## src/rtl/fsm_share_arbiter.sv

```systemverilog
// Shares one FSM-driven resource among N requesters with a registered one-hot grant,
// request/grant/done handshake, hold-time watchdog and fixed-priority or round-robin policy.
module fsm_share_arbiter #(
  parameter int unsigned N        = 4,
  parameter int unsigned IW       = 2,
  parameter int unsigned POLICY   = 0,
  parameter int unsigned MAX_HOLD = 15,
  parameter int unsigned CW       = 8
) (
  input  logic          clock,
  input  logic          reset_n,
  input  logic [N-1:0]  req,
  input  logic [N-1:0]  done,
  output logic [N-1:0]  gnt,
  output logic [IW-1:0] owner,
  output logic          busy,
  output logic          timeout
);

  typedef enum logic [1:0] {
    StIdle    = 2'b00,
    StBusy    = 2'b01,
    StRelease = 2'b10
  } state_e;

  localparam logic [N-1:0]  One     = {{(N-1){1'b0}}, 1'b1};
  localparam logic [CW-1:0] MaxHold = CW'(MAX_HOLD);
  localparam logic [IW-1:0] LastIdx = IW'(N - 1);

  state_e        state_q, state_d;
  logic [N-1:0]  gnt_q, gnt_d;
  logic [IW-1:0] owner_q, owner_d;
  logic          busy_q, busy_d;
  logic          timeout_q, timeout_d;
  logic [CW-1:0] cnt_q, cnt_d;
  logic [IW-1:0] ptr_q, ptr_d;

  logic [IW-1:0] win;
  logic          found;
  int unsigned   cand;
  logic          owner_done;
  logic          owner_req;

  // Winner search: from index 0 under fixed priority, from the pointer (wrapping) under
  // round-robin. Bits are tested by mask so N need not be a power of two.
  always_comb begin
    win   = '0;
    found = 1'b0;
    cand  = 0;
    for (int unsigned k = 0; k < N; k++) begin
      cand = (POLICY == 1) ? (32'(ptr_q) + k) % N : k;
      if (!found && (|(req & (One << cand)))) begin
        found = 1'b1;
        win   = IW'(cand);
      end
    end
  end

  // gnt_q is the owner's one-hot mask while busy, so it selects the owner's bits directly.
  assign owner_done = |(done & gnt_q);
  assign owner_req  = |(req & gnt_q);

  always_comb begin
    state_d   = state_q;
    gnt_d     = gnt_q;
    owner_d   = owner_q;
    busy_d    = busy_q;
    timeout_d = 1'b0;
    cnt_d     = cnt_q;
    ptr_d     = ptr_q;

    case (state_q)
      StIdle: begin
        gnt_d  = '0;
        busy_d = 1'b0;
        if (|req) begin
          state_d = StBusy;
          gnt_d   = One << win;
          owner_d = win;
          busy_d  = 1'b1;
          cnt_d   = '0;
        end
      end

      StBusy: begin
        cnt_d = (cnt_q == MaxHold) ? cnt_q : cnt_q + CW'(1);
        if (owner_done || !owner_req || (cnt_q == MaxHold)) begin
          state_d   = StRelease;
          gnt_d     = '0;
          busy_d    = 1'b0;
          cnt_d     = '0;
          timeout_d = !owner_done && owner_req;
        end
      end

      StRelease: begin
        state_d = StIdle;
        gnt_d   = '0;
        busy_d  = 1'b0;
        if (POLICY == 1) begin
          ptr_d = (owner_q == LastIdx) ? '0 : owner_q + IW'(1);
        end
      end

      default: begin
        state_d = StIdle;
        gnt_d   = '0;
        busy_d  = 1'b0;
        cnt_d   = '0;
      end
    endcase
  end

  always_ff @(posedge clock or negedge reset_n) begin
    if (!reset_n) begin
      state_q   <= StIdle;
      gnt_q     <= '0;
      owner_q   <= '0;
      busy_q    <= 1'b0;
      timeout_q <= 1'b0;
      cnt_q     <= '0;
      ptr_q     <= '0;
    end else begin
      state_q   <= state_d;
      gnt_q     <= gnt_d;
      owner_q   <= owner_d;
      busy_q    <= busy_d;
      timeout_q <= timeout_d;
      cnt_q     <= cnt_d;
      ptr_q     <= ptr_d;
    end
  end

  assign gnt     = gnt_q;
  assign owner   = owner_q;
  assign busy    = busy_q;
  assign timeout = timeout_q;

  a_gnt_onehot0: assert property (@(posedge clock) disable iff (!reset_n) $onehot0(gnt));
  a_gnt_busy:    assert property (@(posedge clock) disable iff (!reset_n) ((gnt != '0) == busy));

endmodule

```

## config.mk

```make
export PLATFORM = sky130hd
export DESIGN_NAME = fsm_share_arbiter
export DESIGN_NICKNAME = d
export VERILOG_FILES = /design/src/rtl/fsm_share_arbiter.sv
export SDC_FILE = /design/constraint.sdc
export NUM_CORES = 1
export LEC_CHECK = 0
export CORE_UTILIZATION = 53
export DETAILED_ROUTE_END_ITERATION = 6
export GPL_TIMING_DRIVEN = 1
export PLACE_DENSITY_LB_ADDON = 0.15
export SYNTH_ARGS = -nofsm -noshare
export SYNTH_HDL_FRONTEND = slang
export SYNTH_SLANG_ARGS = --single-unit
```

## constraint.sdc

```tcl
create_clock -name clock -period 3.61 [get_ports clock]
set_input_delay 0.9025 -clock clock [delete_from_list [all_inputs] [get_ports clock]]
set_output_delay 0.9025 -clock clock [all_outputs]
set_load 0.1 [all_outputs]
```

==> impl_metrics.ini <==
[setup_path]
crit_buf_inv = 1
path_class = flip-flop to output pin
worst_path_largest_cell_delay_ns = 1.13
crit_arrival_ns = 1.80
critPathTopFamily = buffers and inverters
cp_cell_sequence = clkdlybuf4s50_1
start_kind = flip-flop
critPathRequiredTime_ns = 2.71
cp-end-kind = output pin
critPathMaxFanout = 2
critical_path.slowest_cell = sky130_fd_sc_hd__clkdlybuf4s50_1

[timing]
setup_ws_ns = 0.903
timing_max_transition_violations_final = 0
fin_setup_tns_ns = 0
maximum_clock_skew_at_final_layout_ns = 0.00537
worst_slew_pin_slew_ns = 0.967
finalSetupViolCount = 0
final_hold_violations = 0
post-route-min-period_ns = 2.71
final_min_period_over_clock_period_pct = 75.0
max-slew-margin-rel_pct = 35.3
timing.fmax_mhz = 369
rsz0062_at_grt = false

[grt]
globalRouteMet2Util_pct = 37.3
global_route.usage.total_pct = 24.6
gr-usage-met3_pct = 6.38
first_global_vias = 745
wire_length_of_the_first_global_routing_pass_um = 3280
grt_overflow = 0
grt_most_used_layer = met2
antenna_found_initial = 0
grt_max_degree = 19
grt_use_met1_pct = 32.8

[logic_synthesis]
yosysUniqueCellTypes = 35
synth-main-ff-cell = sky130_fd_sc_hd__dfrtp_1
synthesis.instances = 87
synth_top_cell_by_area = sky130_fd_sc_hd__dfrtp_1
synth.yosys.warnings = 0
syn_avg_cell_area_um2 = 10.3
netlist_area_um2 = 893
synth_seq_cells = 18
number_of_synthesized_flops_with_an_enable_pin = 0
yosysSeqAreaShare_pct = 50.4
synth_top_area_share_pct = 50.4
synth_async_sr_flop_share_pct = 100
post_synth_main_area_contributors = sky130_fd_sc_hd__dfrtp_1 50%, sky130_fd_sc_hd__a22o_1 4.9%, sky130_fd_sc_hd__nand2_1 4.2%
synthesis.nets = 98
post_synth_most_frequent_cells = 18 x sky130_fd_sc_hd__dfrtp_1, 10 x sky130_fd_sc_hd__nand2_1, 5 x sky130_fd_sc_hd__a22o_1, 5 x sky130_fd_sc_hd__inv_1, 5 x sky130_fd_sc_hd__o21ai_0
yosys.cell_count.top_type = sky130_fd_sc_hd__dfrtp_1

[floorplan]
boundary_pins = 18
row_count = 14
design.die.area_um2 = 1850
coreArea_um2 = 1540
dieHeight_um = 43.1
initial_utilization_pct = 58.0
dieWidth_um = 43.1

[detailed_routing]
route.vias.total = 770
drt_iter0_drcs = 27
viasPerCell = 6.36
dr.pass1.iters = 4
detail-route-antenna-nets = 0
postRouteWirelength_um = 1860
route.detailed.drc = 0
route.detailed.wl_per_inst_um = 15.3

[cells_and_area]
fillCellCount = 118
drive_above_1_share_pct = 9.52
ant_diodes = 0
area.growth.synth_to_final_pct = 22.0
final_nets = 117

[placement]
place_worst_setup_slack_ns = 0.910
gp_routability_congestion = 0.845
portBuffers = 17
place_hpwl_um = 1340

[clock_network]
cts.clk_slew.worst_paths_ns = 0.11
cts_repair_resize_count = 0
tritoncts = built
tritoncts_num_sinks = 18
postCtsHoldBufs = 0
root_buffer = sky130_fd_sc_hd__clkbuf_4
cts_buffer_depth = 2
cts_inserted_buffers = 3
insertion_delay_ns = 0.30
htreeDepth = 1
cts_post_setup_buffers_inserted = 0

[pwr]
static-leakage-power_nw = 0.508
pwr_cell_area_nw_per_um2 = 722
worst_ir_drop_vdd_v = 0.000682

[run]
drv.max_cap_violation_count = 0

[worst_hold_path]
hold_class = flip-flop to flip-flop

[outcome]
outcome = finished clean
[per-stage QoR]
step	utilization, %	instances	hold slack (ns)	area, um^2	total power, W
2_1_floorplan	-	87	0.484	893	0.000572
3_3_place_gp	68.3	117	0.469	1050	0.000656
3_5_place_dp	68.3	117	0.472	1050	0.000663
4_1_cts	70.7	121	0.502	1090	0.000788
5_1_grt	70.7	121	0.525	1090	0.000823
6_report	70.7	121	0.495	1090	0.000786
[kinds of logic after synthesis]
| group | Yosys count | share of synthesized area [%] |
|---|---|---|
| simple gates | 30 | 17.2 |
| compound gates | 29 | 25.5 |
| flops | 18 | 50.4 |
| buf+inv | 8 | 4.34 |
| mux | 1 | 1.12 |
| fa+ha+maj | 1 | 1.40 |
[routing by layer]
layer,wire (um),up-vias
li1,-,368
met1,873,384
met2,901,15
met3,54,3
met4,27,0
met5,0,-
[cell type report]
cell class / instances / area (um^2) / share of cell area (%)
well taps: 16 / 20.0 / 1.84
flip-flops and latches: 18 / 450 / 41.3
repair buffers: 17 / 160 / 14.7
inverters: 5 / 18.8 / 1.72
multi-input cells: 61 / 404 / 37.1
clock buffers: 4 / 36.3 / 3.33
[cells in the final DEF, fill, tap and decap left out, drive strengths merged, types with 2 or more instances in the layout]
cell type	n
a22o	5
a22oi	2
a32o	2
and3	2
buf	4
clkbuf	4
clkdlybuf4s50	13
dfrtp	18
inv	5
nand2	10
nand3	3
nor2	3
nor3	2
nor4	3
o2111ai	3
o21a	3
o21ai	5
[power by group]
group	total (W)	switching [W]	internal [W]
logic	0.000386	0.000280	0.000106
registers	0.000273	0.0000325	0.000240
clock network	0.000128	0.0000664	0.0000616
total	0.000786	0.000379	0.000407
[registers in the layout, summed over array words and instances (netlist names)]
name and count:
state_q 2, busy 1, cnt_q 8, gnt 4, timeout 1, owner 2
[worst paths after layout]
kind                          start          to  slack [ns]  cells past startpoint
min in group asynchronous   reset_n    cnt_q[5]        1.05                      1
max in group asynchronous   reset_n  state_q[1]        2.06                      1
min                            busy        busy        0.50                      1
min reg2reg                    busy        busy        0.50                      1
max                            busy        busy        0.90                      1
max reg2reg                cnt_q[0]  state_q[0]        1.57                      5
No activity file was read; power rests on OpenSTA's default activity.
